### src/rtl/ucsbece154_icache.sv
// 2-way set-associative, blocking, read-only instruction cache with critical-word-first fill.
// Define ICACHE_PERF_EN to add the HitCount/MissCount outputs.
module ucsbece154_icache #(
    parameter int unsigned NUM_SETS    = 8,
    parameter int unsigned NUM_WAYS    = 2,
    parameter int unsigned BLOCK_WORDS = 4
) (
    input  logic        clk,
    input  logic        reset,
    input  logic        ReadEnable,
    input  logic [31:0] ReadAddress,
    output logic [31:0] Instruction,
    output logic        Ready,
    output logic        MemReadRequest,
    output logic [31:0] MemReadAddress,
`ifdef ICACHE_PERF_EN
    output logic [31:0] HitCount,
    output logic [31:0] MissCount,
`endif
    input  logic [31:0] MemDataIn,
    input  logic        MemDataReady
);

    localparam int unsigned OFF_W = $clog2(BLOCK_WORDS);
    localparam int unsigned IDX_W = $clog2(NUM_SETS);
    localparam int unsigned WAY_W = $clog2(NUM_WAYS);
    localparam int unsigned TAG_W = 30 - OFF_W - IDX_W;
    localparam int unsigned CNT_W = $clog2(BLOCK_WORDS + 1);

    typedef enum logic [1:0] {S_IDLE, S_REQ, S_WAIT, S_FILL} state_e;

    state_e                            state_q, state_d;
    logic [29:0]                       addr_q, addr_d;
    logic [WAY_W-1:0]                  victim_q, victim_d;
    logic [OFF_W-1:0]                  ptr_q, ptr_d;
    logic [CNT_W-1:0]                  cnt_q, cnt_d;
    logic [NUM_SETS-1:0][NUM_WAYS-1:0] valid_q, valid_d;
    logic [NUM_SETS-1:0][WAY_W-1:0]    lru_q, lru_d;

    logic [TAG_W-1:0] tag_q  [NUM_WAYS][NUM_SETS];
    logic [31:0]      data_q [NUM_WAYS][NUM_SETS][BLOCK_WORDS];

    logic [OFF_W-1:0] req_off, fill_off, data_off;
    logic [IDX_W-1:0] req_idx, fill_idx;
    logic [TAG_W-1:0] req_tag, fill_tag;
    logic [WAY_W-1:0] hit_way, miss_victim;
    logic             hit, data_we, tag_we;
    logic             unused_addr_bits;

    assign req_off  = ReadAddress[2 +: OFF_W];
    assign req_idx  = ReadAddress[2 + OFF_W +: IDX_W];
    assign req_tag  = ReadAddress[2 + OFF_W + IDX_W +: TAG_W];
    assign fill_off = addr_q[0 +: OFF_W];
    assign fill_idx = addr_q[OFF_W +: IDX_W];
    assign fill_tag = addr_q[OFF_W + IDX_W +: TAG_W];
    assign unused_addr_bits = ^ReadAddress[1:0];

    assign MemReadRequest = (state_q == S_REQ);
    assign MemReadAddress = {addr_q, 2'b00};

    // Tag compare across both ways of the requested set
    always_comb begin
        hit     = 1'b0;
        hit_way = '0;
        for (int unsigned w = 0; w < NUM_WAYS; w++) begin
            if (valid_q[req_idx][w] && (tag_q[w][req_idx] == req_tag)) begin
                hit     = 1'b1;
                hit_way = WAY_W'(w);
            end
        end
    end

    // Prefer an empty way before evicting the least recently used one
    always_comb begin
        if (!valid_q[req_idx][0])
            miss_victim = WAY_W'(0);
        else if (!valid_q[req_idx][1])
            miss_victim = WAY_W'(1);
        else
            miss_victim = lru_q[req_idx];
    end

    always_comb begin
        state_d     = state_q;
        addr_d      = addr_q;
        victim_d    = victim_q;
        ptr_d       = ptr_q;
        cnt_d       = cnt_q;
        valid_d     = valid_q;
        lru_d       = lru_q;
        data_we     = 1'b0;
        data_off    = ptr_q;
        tag_we      = 1'b0;
        Ready       = 1'b0;
        Instruction = '0;
        unique case (state_q)
            S_IDLE: begin
                if (ReadEnable) begin
                    if (hit) begin
                        Ready          = 1'b1;
                        Instruction    = data_q[hit_way][req_idx][req_off];
                        lru_d[req_idx] = ~hit_way;
                    end else begin
                        addr_d                       = ReadAddress[31:2];
                        victim_d                     = miss_victim;
                        valid_d[req_idx][miss_victim] = 1'b0;
                        state_d                      = S_REQ;
                    end
                end
            end
            S_REQ: state_d = S_WAIT;
            S_WAIT: begin
                if (MemDataReady) begin
                    data_we     = 1'b1;
                    data_off    = fill_off;
                    tag_we      = 1'b1;
                    ptr_d       = fill_off + OFF_W'(1);
                    cnt_d       = CNT_W'(1);
                    Ready       = 1'b1;
                    Instruction = MemDataIn;
                    state_d     = S_FILL;
                end
            end
            S_FILL: begin
                // A gap in the burst abandons the fill with the line still invalid
                state_d = S_IDLE;
                if (MemDataReady) begin
                    data_we = 1'b1;
                    ptr_d   = ptr_q + OFF_W'(1);
                    cnt_d   = cnt_q + CNT_W'(1);
                    if (cnt_d == CNT_W'(BLOCK_WORDS)) begin
                        valid_d[fill_idx][victim_q] = 1'b1;
                        lru_d[fill_idx]             = ~victim_q;
                    end else begin
                        state_d = S_FILL;
                    end
                end
            end
            default: state_d = S_IDLE;
        endcase
    end

    always_ff @(posedge clk or posedge reset) begin
        if (reset) begin
            state_q  <= S_IDLE;
            addr_q   <= '0;
            victim_q <= '0;
            ptr_q    <= '0;
            cnt_q    <= '0;
            valid_q  <= '0;
            lru_q    <= '0;
        end else begin
            state_q  <= state_d;
            addr_q   <= addr_d;
            victim_q <= victim_d;
            ptr_q    <= ptr_d;
            cnt_q    <= cnt_d;
            valid_q  <= valid_d;
            lru_q    <= lru_d;
        end
    end

    // Tag and data arrays carry no reset; validity is tracked separately
    always_ff @(posedge clk) begin
        if (data_we)
            data_q[victim_q][fill_idx][data_off] <= MemDataIn;
        if (tag_we)
            tag_q[victim_q][fill_idx] <= fill_tag;
    end

`ifdef ICACHE_PERF_EN
    logic [31:0] hit_cnt_q, hit_cnt_d, miss_cnt_q, miss_cnt_d;

    always_comb begin
        hit_cnt_d  = hit_cnt_q;
        miss_cnt_d = miss_cnt_q;
        if ((state_q == S_IDLE) && ReadEnable) begin
            if (hit)
                hit_cnt_d = hit_cnt_q + 32'd1;
            else
                miss_cnt_d = miss_cnt_q + 32'd1;
        end
    end

    always_ff @(posedge clk or posedge reset) begin
        if (reset) begin
            hit_cnt_q  <= '0;
            miss_cnt_q <= '0;
        end else begin
            hit_cnt_q  <= hit_cnt_d;
            miss_cnt_q <= miss_cnt_d;
        end
    end

    assign HitCount  = hit_cnt_q;
    assign MissCount = miss_cnt_q;
`endif

endmodule

### config.mk
export PLATFORM = sky130hd
export DESIGN_NAME = ucsbece154_icache
export DESIGN_NICKNAME = d
export VERILOG_FILES = /design/src/rtl/ucsbece154_icache.sv
export SDC_FILE = /design/constraint.sdc
export NUM_CORES = 2
export LEC_CHECK = 0
export CORE_MARGIN = 8
export CORE_UTILIZATION = 66
export CTS_CLUSTER_SIZE = 14
export DETAILED_ROUTE_END_ITERATION = 12
export HOLD_SLACK_MARGIN = 0.03
export PLACE_DENSITY = 0.8
export SYNTH_ARGS = -nofsm -noshare
export SYNTH_HDL_FRONTEND = slang
export SYNTH_SLANG_ARGS = --single-unit
### constraint.sdc
create_clock -name clk -period 13.5 [get_ports clk]
set_input_delay 2.7 -clock clk [delete_from_list [all_inputs] [get_ports clk]]
set_output_delay 2.7 -clock clk [all_outputs]
set_load 0.02 [all_outputs]
==> results.sh <==
export IMPL_outcome="complete, no violations"
export IMPL_crit_path_class="primary input to output port"
export IMPL_p_r_area_growth_vs_syn_pct=11.7
export IMPL_post_route_util=0.742
export IMPL_finalWeightedCongestion=0.897
export IMPL_number_of_top_level_pins=134
export IMPL_port_buffers=129
export IMPL_clk_pin_slew_worst_paths_ns=0.06
export IMPL_post_synth_most_frequent_cells="edfxtp_1 (2448), nand2_1 (437), mux4_2 (342)"
export IMPL_grt_met2_usage=0.538
export IMPL_required_ns=10.80
export IMPL_drt_drc_violations_left=0
export IMPL_power_density_cell_area_nw_per_um2=156
export IMPL_global_route_usage_total=0.359
export IMPL_synth_cells=5216
export IMPL_placedInstanceArea_um2=103000
export IMPL_ctsLongestPathBuffers=3
export IMPL_finalSetupTns_ns=0
export IMPL_post_synth_instance_area_um2=98200
export IMPL_irDropWorstVdd_v=0.000186
export IMPL_min_from="lru_q[1]"
export IMPL_finalNetCount=5554
export IMPL_antenna_nets_post_route=0
export IMPL_ys_dominant_reg_cell="edfxtp_1"
export IMPL_post_layout_instance_area_um2=110000
export IMPL_dp_worst_setup_slack_ns=1.34
export IMPL_startpoint_type="primary input"
export IMPL_die_area_um2=161000
export IMPL_synth_largest_area_cell="edfxtp_1"
export IMPL_setup_viol=0
export IMPL_initial_utilization=0.665
export IMPL_post_cts_resized_instances=0
export IMPL_critical_path_peak_fanout=38
export IMPL_finalCriticalPeriod_ns=12.59
export IMPL_drtIter0Drc=10700
export IMPL_fillers=7909
export IMPL_postSynthAreaPerCell_um2=18.8
export IMPL_use_met3=0.113
export IMPL_clock_skew_final_ns=0.0345
export IMPL_min_path_cells=1
export IMPL_floorplan_core_area_um2=148000
export IMPL_initial_antenna_violation_count=16
export IMPL_placement_rows=141
export IMPL_grt_pass1_vias=55900
export IMPL_yosysWarnings=0
export IMPL_cts_buffers=230
export IMPL_dieWidth_um=402
export IMPL_synth_ff_latch_count=2510
export IMPL_peak_usage_layer_in_the_global_routing_report="met2"
export IMPL_die_height_um=402
export IMPL_min_delay_worst_endpoint="lru_q[1]"
export IMPL_post_route_cells_drive_above_1_share=0.199
export IMPL_grt_start_max_net_pins=114
export IMPL_slew_violations=0
export IMPL_r2r_slack_ns=8.66
export IMPL_clk_root_buffer_cell="clkbuf_16"
export IMPL_globalRoute_totalOverflow=0
export IMPL_rsz0062_at_grt="no"
export IMPL_timing_fmax_mhz=79.4
export IMPL_synth_cell_types=89
export IMPL_power_total_mw=17.1
export IMPL_clock_tree_htree_level_count=4
export IMPL_via_per_inst=7.46
export IMPL_timing_rr_start="tag_q[1][65]"
export IMPL_routed_wirelength_um=295000
export IMPL_routed_vias=56800
export IMPL_globalRouteMet1Util=0.469
export IMPL_worst_pin_slew_ns=1.33
export IMPL_share_of_flip_flops_with_an_asynchronous_set_or_reset=0.0247
export IMPL_insertion_delay_ns=0.87
export IMPL_cts_hold_buf=0
export IMPL_wl_per_cell_um=38.8
export IMPL_clock_sinks=2510
export IMPL_drv_max_cap_violation_count=0
export IMPL_hp_class="register to register"
export IMPL_power_leakage_nw=34.2
export IMPL_synth_sequential_area_ratio=0.764
export IMPL_dr_pass1_iterations=8
export IMPL_hold_violations=0
export IMPL_post_cts_setup_buffer_count=0
export IMPL_post_route_period_util=0.932
export IMPL_synth_edff_count=2448
export IMPL_dp_final_hpwl_um=158000
export IMPL_worstSetupEndpointType="output port"
export IMPL_synth_top_cells_by_area="edfxtp_1 (75%), mux4_2 (7.8%), mux2i_1 (3.3%)"
export IMPL_cts_tree="done"
export IMPL_cp_data_arrival_time_ns=9.89
export IMPL_yosys_area_top_type_share=0.748
export IMPL_finalWorstSetupSlack_ns=0.913
export IMPL_multiInputGateArea_um2=22200
export IMPL_rr_endpoint="addr_q[10]"
export IMPL_area_sequential_um2=75100
export IMPL_rr_worst_depth=10
export IMPL_max_slew_margin_rel=0.109
export IMPL_most_instantiated_library_cell_after_synthesis="edfxtp_1"
export IMPL_grt_pass1_wl_um=409000
[layer usage]
layer | wire [um] | up-vias
met5 | 115 | -
met4 | 21300 | 18
met1 | 93800 | 28100
li1 | - | 21800
met3 | 48600 | 1258
met2 | 131000 | 5673
[layout by cell type (no fill, tap or decap), types with 13 or more instances in the layout]
cell type and count:
edfxtp_1 2448, buf_4 197, and3_1 25, mux2i_1 325
clkinv_1 56, clkbuf_1 77, dfrtp_1 62, xnor2_1 24
nand4_1 23, nand2_1 435, clkbuf_16 235, clkinv_2 34
o21ai_0 60, mux2_2 120, nor2_4 86, mux4_2 342
buf_12 15, a31oi_1 54, a221oi_1 19, a32oi_1 30
o2111ai_1 21, a21oi_1 83, nor2_1 83, bufinv_16 13
nand3_1 110, nor4_1 15, buf_2 33, o211ai_1 30
clkdlybuf4s50_1 92, a22oi_1 103, nand2b_1 22, nor3_1 26
o22a_1 16, o22ai_1 96
[state kept, by name, indices dropped and copies added, names as in the netlist]
register / cells
addr_q: 30
cnt_q: 3
data_q: 2048
lru_q: 8
ptr_q: 2
state_q: 2
tag_q: 400
valid_q: 16
victim_q: 1
[how the worst max path moves through the flow]
stage / start / end / slack (ns) / cells past startpoint
detailed placement: ReadAddress[5] / Instruction[4] / 1.34 / 16
finish: ReadAddress[5] / Instruction[8] / 0.91 / 15
global route: ReadAddress[5] / Instruction[8] / 1.09 / 15
floorplan: ReadAddress[5] / Instruction[19] / 4.38 / 16
global placement: ReadAddress[5] / Instruction[8] / 1.51 / 15
CTS: ReadAddress[5] / Instruction[8] / 1.24 / 15
[final cells by class]
class                           count  area share
Timing Repair Buffer              340      0.0265
Clock buffer                      313      0.0564
Antenna cell                        7    0.000160
Tap cell                         1930      0.0220
Clock inverter                    110     0.00821
Inverter                            9    0.000331
Sequential cell                  2510       0.684
Multi-Input combinational cell   2393       0.202
[report_power, final]
group          switching, mW  internal, mW
sequential             0.309          9.05
combinational           1.07         0.450
clock                   2.79          3.44
[kinds of logic after synthesis]
kind of cell / Yosys count / share of synthesized area
DFF: 2510 / 0.764
and+or+nand+nor: 923 / 0.0430
AOI/OAI and AO/OA: 640 / 0.0464
other: 1 / 0.0000382
muxes: 790 / 0.126
adders and majority gates: 2 / 0.000255
buffers and inverters: 314 / 0.0173
xor gates and xnor gates: 36 / 0.00321
[stage by stage]
| step | std cells | hold WS (ns) |
|---|---|---|
| 2_1_floorplan | 5217 | 0.450 |
| 3_3_place_gp | 7182 | 0.487 |
| 3_5_place_dp | 7182 | 0.494 |
| 4_1_cts | 7605 | 0.515 |
| 5_1_grt | 7605 | 0.532 |
| 6_report | 7612 | 0.517 |
[critical path, cell delays in order]
cell and delay, ns:
buf_6 0.46, buf_4 0.64, nand2_1 0.68, nor2_4 0.84
a221oi_1 0.21, xnor2_1 0.21, nand4b_1 0.26, nor4_4 0.62
o211ai_1 0.60, buf_4 0.48, a221oi_1 0.34, nand3_1 0.15
o21ai_0 0.63, o32a_1 0.36, clkdlybuf4s50_1 0.64
Note: power is estimated with default switching activity, not from simulation.
==> variant, RTL diff (same settings) <==
Add a define of `ICACHE_PERF_EN`.
--- a/src/rtl/ucsbece154_icache.sv
+++ b/src/rtl/ucsbece154_icache.sv
@@ -2,2 +2,4 @@
 // Define ICACHE_PERF_EN to add the HitCount/MissCount outputs.
+`define ICACHE_PERF_EN
+
 module ucsbece154_icache #(
New outputs: HitCount and MissCount. Check against the original RTL: not settled (the Yosys comparison gave no result); the edit may change what the design does.
==> variant against the unedited design <==
  * The run now ends with design-rule violations left
  * Wire length is 2.7% higher
  * Cell area is 3.4% higher
  * Clock skew is 0.0025 ns higher
  * Sequential cell count is 64 higher
  * Area after synthesis is 2.7% higher
  * Power is 2.0% higher
  * Die area is 2.5% higher
  * Worst setup slack better by 0.23 ns
  * Largest power group unchanged
  * Critical path depth is 2 lower
==> variant: results <==
metrics = {
    "worst_setup_path": {
        "rrSetupSlack_ns": 8.46,
        "cp_max_fo": 95,
        "worstReg2RegEnd": "data_q[0][963]",
        "arrival_ns": 9.66,
    },
    "drt": {
        "drc_errors": 2,
        "avgViaCountPerCell": 7.25,
    },
    "timing": {
        "worst_slew_pin_slew_ns": 1.39,
    },
    "synthesis": {
        "ys_async_sr_fraction_pct": 4.90,
        "synth_cell_types": 91,
        "avgSynthCellArea_um2": 17.2,
    },
    "hold_path": {
        "min-delay-start": "HitCount[31]",
        "hold_end": "HitCount[31]",
    },
    "global_route": {
        "met1_usage_pct": 46.3,
        "use_met3_pct": 10.8,
        "first_global_vias": 60000,
        "grt_pass1_wl_um": 425000,
        "grtUsageTotal_pct": 36.3,
    },
    "clock_tree": {
        "cts_made_buffers": 236,
        "cts_sinks": 2574,
    },
    "pwr": {
        "p_int_mw": 13.2,
        "clock_power_mw": 6.45,
        "p_leak_nw": 36.4,
        "vdd_drop_max_mv": 0.164,
    },
    "run_status": {
        "status": "finished with violations",
        "violations": "design-rule violations",
    },
    "placed_design": {
        "placed_area_um2": 106000,
        "hpwl_um": 163000,
    },
    "layout": {
        "clkCellAreaFrac_pct": 6.51,
        "multi_input_cells": 2921,
    },
}
==> variant: changes by cell type in the layout (fill, tap and decap cells not counted), moves of 20 or more <==
cell / unedited run / this run
a21oi_1: 83 / 63
o21ai_0: 60 / 33
mux2i_1: 325 / 195
nand2_1: 435 / 853
xnor2_1: 24 / 76
mux4_2: 342 / 291
clkdlybuf4s50_1: 92 / 156
buf_4: 197 / 217
clkbuf_1: 77 / 54
a22oi_1: 103 / 43
nor2_1: 83 / 122
dfrtp_1: 62 / 126
nand4_1: 23 / 79
nand3_1: 110 / 299
==> variant: kinds of logic after synthesis <==
| group | count (synthesis) | share of synthesized area [%] |
|---|---|---|
| flops | 2574 | 76.0 |
| compound gates | 597 | 4.37 |
| xor+xnor | 96 | 0.834 |
| mux | 600 | 9.74 |
| simple gates | 1622 | 7.17 |
| other cells | 1 | 0.00372 |
| buf+inv | 355 | 1.82 |
| fa+ha+maj | 4 | 0.0496 |
==> variant: worst max path at each step <==
stage / start / end / slack (ns) / depth (start not counted)
after floorplan: ReadAddress[5] / Instruction[20] / 4.57 / 18
after global placement: ReadAddress[5] / Instruction[19] / 1.52 / 14
after detailed placement: ReadAddress[5] / Instruction[19] / 1.47 / 14
after CTS: ReadAddress[5] / Instruction[19] / 1.39 / 14
after global routing: ReadAddress[5] / Instruction[19] / 1.14 / 14
final: ReadAddress[6] / Instruction[19] / 1.14 / 13
==> variant: metrics by stage <==
stage	power, mW	cells	worst slack (ns)	hold WS, ns	utilization [%]
global placement	11.0	7968	1.52	0.456	69.8
detailed placement	11.1	7968	1.47	0.462	69.8
global route	17.8	8397	1.14	0.498	74.7
finish	17.4	8401	1.14	0.480	74.7
floorplan	10.2	5850	4.57	0.469	-
CTS	17.4	8392	1.39	0.489	74.7
